### src/rtl/edge_capture_sampler.sv
// Multi-channel probe sampler: per-lane synchroniser and edge qualifier,
// shared gated history, sticky edge flags and a saturating edge counter.

// Per-channel synchroniser chain plus mode-qualified edge detect.
module edge_capture_lane #(
  parameter int SYNC_STAGES = 2
) (
  input  logic       clk,
  input  logic       rst,
  input  logic       din,
  input  logic       en,
  input  logic       old,
  input  logic [1:0] mode,
  output logic       sync_out,
  output logic       new_edge
);
  logic [SYNC_STAGES-1:0] sync_q, sync_d;
  logic                   rise, fall;

  // shift the raw pin into the chain every clock, independent of en
  always_comb begin
    sync_d = {sync_q[SYNC_STAGES-2:0], din};
  end

  // synchroniser flops
  always_ff @(posedge clk or posedge rst) begin
    if (rst) sync_q <= '0;
    else     sync_q <= sync_d;
  end

  assign sync_out = sync_q[SYNC_STAGES-1];

  // edge is only meaningful on a shift cycle, so gate it with en here
  always_comb begin
    rise     = sync_out & ~old;
    fall     = ~sync_out & old;
    new_edge = en & ((mode[0] & rise) | (mode[1] & fall));
  end
endmodule

module edge_capture_sampler #(
  parameter int WIDTH       = 8,
  parameter int SYNC_STAGES = 2,
  parameter int HIST_DEPTH  = 4,
  parameter int CNT_W       = 8
) (
  input  logic                        clk,
  input  logic                        rst,
  input  logic                        en,
  input  logic [WIDTH-1:0]            in_data,
  input  logic [2*WIDTH-1:0]          mode,
  input  logic                        clear,
  output logic [WIDTH-1:0]            now,
  output logic [WIDTH-1:0]            prev,
  output logic [WIDTH*HIST_DEPTH-1:0] hist_flat,
  output logic [WIDTH-1:0]            edge_pulse,
  output logic                        any_edge,
  output logic [WIDTH-1:0]            edge_sticky,
  output logic [CNT_W-1:0]            edge_count,
  output logic                        count_sat
);
  logic [WIDTH-1:0]                  sync_out, new_edge;
  logic [HIST_DEPTH-1:0][WIDTH-1:0]  hist_q, hist_d;
  logic [WIDTH-1:0]                  pulse_q, pulse_d;
  logic [WIDTH-1:0]                  sticky_q, sticky_d;
  logic [CNT_W-1:0]                  count_q, count_d;
  logic                              any_new;

  for (genvar g = 0; g < WIDTH; g++) begin : g_lane
    edge_capture_lane #(.SYNC_STAGES(SYNC_STAGES)) u_lane (
      .clk      (clk),
      .rst      (rst),
      .din      (in_data[g]),
      .en       (en),
      .old      (hist_q[0][g]),
      .mode     (mode[2*g +: 2]),
      .sync_out (sync_out[g]),
      .new_edge (new_edge[g])
    );
  end

  // history shifts only on enabled cycles; pulse tracks the pair just loaded
  always_comb begin
    hist_d = hist_q;
    if (en) hist_d = {hist_q[HIST_DEPTH-2:0], sync_out};
    pulse_d = new_edge;
  end

  // sticky set wins over clear; counter counts edge cycles, not edges
  always_comb begin
    any_new  = |new_edge;
    sticky_d = (clear ? '0 : sticky_q) | new_edge;
    if (clear)                       count_d = any_new ? CNT_W'(1) : '0;
    else if (any_new && !(&count_q)) count_d = count_q + CNT_W'(1);
    else                             count_d = count_q;
  end

  // state registers
  always_ff @(posedge clk or posedge rst) begin
    if (rst) begin
      hist_q   <= '0;
      pulse_q  <= '0;
      sticky_q <= '0;
      count_q  <= '0;
    end else begin
      hist_q   <= hist_d;
      pulse_q  <= pulse_d;
      sticky_q <= sticky_d;
      count_q  <= count_d;
    end
  end

  assign now         = hist_q[0];
  assign prev        = hist_q[1];
  assign hist_flat   = hist_q;
  assign edge_pulse  = pulse_q;
  assign any_edge    = |pulse_q;
  assign edge_sticky = sticky_q;
  assign edge_count  = count_q;
  assign count_sat   = &count_q;
endmodule

### config.mk
export PLATFORM = sky130hd
export DESIGN_NAME = edge_capture_sampler
export DESIGN_NICKNAME = d
export VERILOG_FILES = /design/src/rtl/edge_capture_sampler.sv
export SDC_FILE = /design/constraint.sdc
export NUM_CORES = 1
export LEC_CHECK = 0
export ABC_CLOCK_PERIOD_IN_PS = 1800
export BUFFER_PORTS_ARGS = -buffer_cell sky130_fd_sc_hd__buf_2
export CELL_PAD_IN_SITES_DETAIL_PLACEMENT = 0
export CELL_PAD_IN_SITES_GLOBAL_PLACEMENT = 1
export CORE_MARGIN = 8
export CORE_UTILIZATION = 36
export CTS_BUF_LIST = sky130_fd_sc_hd__clkbuf_8
export DETAILED_ROUTE_END_ITERATION = 8
export GPL_ROUTABILITY_DRIVEN = 0
export PLACE_DENSITY_LB_ADDON = 0.1
export SLEW_MARGIN = 15
export SYNTH_ARGS = -nofsm -noshare
export SYNTH_HDL_FRONTEND = slang
export SYNTH_HIERARCHICAL = 1
export SYNTH_SLANG_ARGS = --single-unit
export TNS_END_PERCENT = 10
### constraint.sdc
create_clock -name clk -period 1.8 [get_ports clk]
set_input_delay 0.18 -clock clk [delete_from_list [all_inputs] [get_ports clk]]
set_output_delay 0.18 -clock clk [all_outputs]
set_load 0.1 [all_outputs]
; Word-level counts from Yosys, hierarchy flattened
; Index checks and enable logic that the tools add are counted.
[totals]
regBits = 72
latch_bits = 0
ram_bits = 0
romBits = 0
inputBits = 28
out_inout_bits = 74
word_cells = 91
memories = 0
[op_classes]
add_sub_neg = 1
multipliers = 0
n_div = 0
n_lt_le_gt_ge = 0
eq_ne = 0
n_shift = 0
muxes = 4
bitwise_logic = 65
n_reduce_logical = 6
[ops]
columns = operator, n
row1 = 1-bit bitwise AND, 40
row2 = 8-bit two-way mux, 3
row3 = 1-bit inverter, 16
row4 = 8-bit OR reduction, 2
row5 = "8-bit by 1-bit adder with 8-bit output, second input constant", 1
row6 = 1-bit OR, 8
row7 = 8-bit OR, 1
row8 = 8-bit AND reduction, 1
row9 = 2-bit nonzero test, 1
row10 = 1-bit logical AND, 1
row11 = 1-bit zero test, 1
row12 = 1-bit two-way mux, 1

; Longest topological paths before layout
[logic_depth]
depth_word = 9
depth_mapped = 7
ltp_nobuf = 6

; Modules after synthesis
; Netlist, hierarchy kept.
[modules_own_cells]
columns = module, instances, cells_per_inst, area_per_inst_um2, seq_area_each_um2
row1 = edge_capture_sampler, 1, 162, 2270.9, 1401.3
row2 = edge_capture_lane, 8, 6, 75.1, 50.0

; Worst setup path after synthesis
; Ideal clock, no wire load.
[synth_timing]
kind = reg2reg
from = register count_q[0], in the netlist edge_count[0]
to = register count_q[5], in the netlist edge_count[5]
setup_time_ns = 0.128
t_arrival_ns = 2.410
t_required_ns = 1.672
setup_slack_ns = -0.738
stages_incl_launch_ff = 7
n_path_buf = 1
synth_period_minus_slack_ns = 2.538
path_cell_list = dfrtp_1 -> ha_1 -> nand3_2 -> nor3_1 -> buf_4 -> nor4_1 -> mux2_1
[synth_between]
elab_chain_len = 4
elab_cells_between_ends = 7
cone_classes = add/sub: 1 / mux: 2 / reduce/logical: 4
[synth_lines]
columns = element, line_no
row1 = from (decl), 66  ; logic [CNT_W-1:0] count_q, count_d;
row2 = from (signal assigned), 109  ; count_q <= count_d;
row3 = 8-bit AND reduction, n/a
row4 = via count_sat, 60  ; output logic count_sat
row5 = 1-bit zero test, 94  ; else if (any_new && !(&count_q)) count_d = count_q + CNT_W'(1);
row6 = 1-bit logical AND, 94
row7 = 2-bit nonzero test (no source line), n/a
; The timed path passes the listed nets, and every way through them passes these cells. The select of a mux whose other input is x is not followed.
; A chain may end at the register's enable or synchronous reset.

; Worst setup path in the final report
[layout_timing]
from = register hist_q (netlist bit now[3])
to = register count_q[5], in the netlist edge_count[5]
[layout_between]
elab_chain_len = 8
elab_cells_between_ends = 10
cone_classes = bitwise: 7 / reduce/logical: 3
[layout_lines]
columns = element, line_no
row1 = from (decl), 63  ; logic [HIST_DEPTH-1:0][WIDTH-1:0] hist_q, hist_d;
row2 = from (signal assigned), 106  ; hist_q <= hist_d;
row3 = 1-bit inverter, 35  ; rise = sync_out & ~old;
row4 = 1-bit bitwise AND, 35
row5 = 1-bit bitwise AND, 37  ; new_edge = en & ((mode[0] & rise) | (mode[1] & fall));
row6 = 1-bit OR *, 37
row7 = 1-bit bitwise AND *, 37
row8 = via new_edge[3], 62  ; logic [WIDTH-1:0] sync_out, new_edge;
row9 = 8-bit OR reduction *, 91  ; any_new = |new_edge;
row10 = 1-bit logical AND *, 94
row11 = 2-bit nonzero test (no source line) *, n/a
; The timed path passes the listed nets; every way through them passes the cells marked *.

==> summary.txt <==
Run status
  • Failing checks: setup timing
  • Outcome: complete, but fails checks

STA
  • Worst slew pin tran: 0.500 ns
  • Clock Skew: roughly 0.012 ns
  • Hold Slack: 0.137 ns
  • Slew headroom: 66.9%
  • FMAX: 541 MHz
  • Unrepaired setup endpoints after global routing: true
  • Slew Limit Fails: 0
  • PnR worst setup slack: -0.0483 ns
  • Final Hold Fails: 0
  • Final Critical Period: 1.85 ns
  • Tcrit/Tclk final: 103%
  • Finish-stage setup viols: 2

Flow run
  • Total of max-cap violations: 0

Global route
  • First-pass GRT wire length: 11.2 mm
  • Initial antenna violation count: 0
  • GRT Total Usage: 12.6%
  • Largest net degree at the start of global routing: 35
  • Vias in the first global route: 2231
  • Total global routing overflow: 0

Hold path
  • Hold Crit Class: in2reg
  • WHS Endpoint: edge_count[6]
  • Hold Crit Depth: 2
  • Hold_sp: clear

Synthesis
  • Multiplexer area fraction after synthesis: 13.3%
  • Dominant synthesized flop cell: dfrtp_1
  • Unique masters post-synth: 33
  • Main combinational cell family by area after synthesis: multiplexers
  • Most frequent cell after synthesis: dfrtp_1
  • Net count of the mapped netlist: 239
  • Synth Area in Compound Gates: 5.14%
  • Seq/Total Area, Yosys: 62.7%
  • Commonest cells post-synth: dfrtp_1, mux2_2, buf_4, nand4b_1, nand2_1
  • Yosys top cell area share: 62.7%
  • Synth top area cells: dfrtp_1, mux2_2, nand4b_1, buf_4, a21o_1
  • Syn avg cell area: roughly 14 um^2
  • Simple-gate area share of the yosys netlist: 11.2%
  • Number of synthesized flops with an enable pin: 0
  • Cell taking the most area after synthesis: dfrtp_1
  • #FFs+latches synth: 72
  • Post-synthesis adder-cell area fraction: less than 1%
  • YS warnings: 6
  • Xor/xnor cell area share of the yosys netlist: 0%
  • Ys async rst share: 100%
  • Syn Inst Count: 210
  • Mapped Area: ~0.0029 mm^2

Clocking
  • TritonCTS clock tree: built
  • TritonCTS Buffers: 9
  • Clock Latency Late Sink: ~0.34 ns
  • Sink Count: 72
  • Clock-pin slew on the worst setup and hold paths: 0.07 ns
  • CTS max path bufs: 2
  • H-tree depth: 3
  • Clock Tree Root: clkbuf_8

Detailed routing
  • Initial drt markers: 44
  • Vias per inst: 4.71
  • DRT Wirelength: 6.94 mm
  • Detailed Routing Iterations Pass 1: 4
  • DRC: 0
  • Detail Route Antenna Nets: 0
  • Post-DR wirelength/cell: 15.7 um
  • Vias: about 2.1k

Final layout
  • Layout area overhead: 37.8%
  • Final Net Count: approximately 360
  • Layout Cells excl Fill: 442
  • Antenna Diode Count: 0
  • Share of cells above drive strength 1: 59.7%
  • Fillers: 724
  • Post-route design area: 0.00396 mm^2

Critical path
  • Max incr delay on CP: approximately 0.56 ns
  • R2R Setup Slk: -0.05 ns
  • CP arrival: 2.06 ns
  • Cell class contributing the biggest share of worst-path delay: simple AND/OR/NAND/NOR gates
  • FF-to-FF Start: now[3]
  • Worst R2R Path Depth: 6
  • Crit Path Class: reg2reg
  • Buffers & Inverters on Critical Path: 0
  • CP max stage cell: or4_4
  • CP Cell Sequence: nand4b_1 -> nand2_1 -> or4_4 -> nor2_4 -> nor4_1 -> mux2_1
  • CP startpoint kind: register
  • CP required: 2.01 ns
  • R2R Path End: edge_count[5]
  • CP Max Fanout: 5
  • CP endpoint kind: register

Placement
  • Area after DPL: 0.00359 mm^2
  • DP HPWL: 5.16 mm
  • Placed cells: between 400 and 500
  • IO buf count: ~100

Floorplanning
  • Height of the die: 105 um
  • Initial core utilization: 37.2%
  • Row count: 32
  • Die Footprint: 0.0111 mm^2
  • Core area: 0.00773 mm^2
  • Die Wd: between 100 and 150 um
  • # IOs: 102

Pwr
  • Pwr dens: between 1000 and 1500 mW/mm^2
  • Worst IR drop on VDD: 0.920 mV
  • Static leakage: 2.00 nW
state kept, by name, indices dropped and copies added (netlist names):
| register | flops |
|---|---|
| g_lane.u_lane/sync_q | 16 |
| edge_pulse | 8 |
| now | 8 |
| hist_flat | 16 |
| edge_sticky | 8 |
| prev | 8 |
| edge_count | 8 |
final cells by class:
| class | count | area [um^2] | share of cell area [%] |
|---|---|---|---|
| Sequential cell | 72 | 1820 | 46.0 |
| Multi-Input combinational cell | 103 | 906 | 22.9 |
| Timing Repair Buffer | 138 | 853 | 21.6 |
| Clock buffer | 11 | 151 | 3.83 |
| Tap cell | 102 | 128 | 3.23 |
| Clock inverter | 5 | 57.6 | 1.45 |
| Inverter | 11 | 41.3 | 1.04 |
cells by family after synthesis:
family	after synthesis
DFF	72
AOI/OAI and AO/OA	21
and+or+nand+nor	47
buffers and inverters	35
muxes	34
adders and majority gates	1
layout by cell type (no fill, tap or decap), drive strengths merged:
| master | Yosys | routed |
|---|---|---|
| nor3 | 1 | 1 |
| dfrtp | 72 | 72 |
| nand4b | 16 | 16 |
| clkbuf | 3 | 11 |
| nor4 | 4 | 4 |
| nand3 | 2 | 2 |
| clkinvlp | 0 | 2 |
| a21o | 8 | 8 |
| ha | 1 | 1 |
| nor2b | 2 | 2 |
| o21ai | 2 | 2 |
| a21oi | 4 | 4 |
| clkinv | 0 | 1 |
| o311ai | 1 | 1 |
| or3b | 1 | 1 |
| mux2 | 34 | 34 |
| buf | 21 | 129 |
| or3 | 1 | 1 |
| nor2 | 3 | 3 |
| inv | 11 | 12 |
| or4 | 4 | 4 |
| nand2 | 12 | 12 |
| o21a | 1 | 1 |
| o31ai | 2 | 2 |
| nand4 | 1 | 1 |
| bufinv | 0 | 1 |
| o211ai | 1 | 1 |
| dlygate4sd3 | 0 | 9 |
| o41ai | 2 | 2 |
what timing repair did:
action | CTS | global route
hold buffers | 9 | 0
endpoints found under the hold margin | 32 | 0
gates resized for setup | 1 | 9
setup endpoints to repair | 5 | 9
setup buffers | 0 | 3
pin swaps | 2 | 6
power breakdown:
group	internal, mW	switching (mW)	leakage [nW]
clock network	0.713	0.586	0.103
logic	0.435	1.95	1.03
registers	1.81	0.132	0.866
total	2.96	2.67	2.00
metal layers:
| layer | vias to the layer above | global-route usage (%) | share of wire, % |
|---|---|---|---|
| met1 | 1015 | 15.5 | 45 |
| li1 | 985 | - | - |
| met4 | 0 | 5.20 | 1.4 |
| met5 | - | 0 | 0 |
| met3 | 9 | 3.41 | 4.7 |
| met2 | 73 | 20.5 | 49 |
metrics by stage:
stage / util, % / setup WS, ns / TNS, ns / power (mW)
finish: 51.2 / -0.0483 / -0.0952 / 5.63
global route: 51.2 / -0.108 / -0.492 / 5.87
CTS: 50.4 / -0.0453 / -0.138 / 5.67
detailed placement: 46.5 / -0.0949 / -0.365 / 4.33
global placement: 46.5 / -0.0510 / -0.115 / 4.32
floorplan: - / -0.321 / -2.17 / 3.95
worst max-delay path by stage:
| stage | depth (start not counted) | startpoint | to | slack [ns] |
|---|---|---|---|---|
| 6_report | 6 | now[3] | edge_count[5] | -0.05 |
| 3_3_place_gp | 8 | en | edge_count[5] | -0.05 |
| 4_1_cts | 6 | now[4] | edge_count[7] | -0.05 |
| 5_1_grt | 6 | now[1] | edge_count[7] | -0.11 |
| 3_5_place_dp | 8 | en | edge_count[5] | -0.09 |
| 2_1_floorplan | 6 | now[4] | edge_count[5] | -0.32 |
Power figures use the tool's default switching activity.
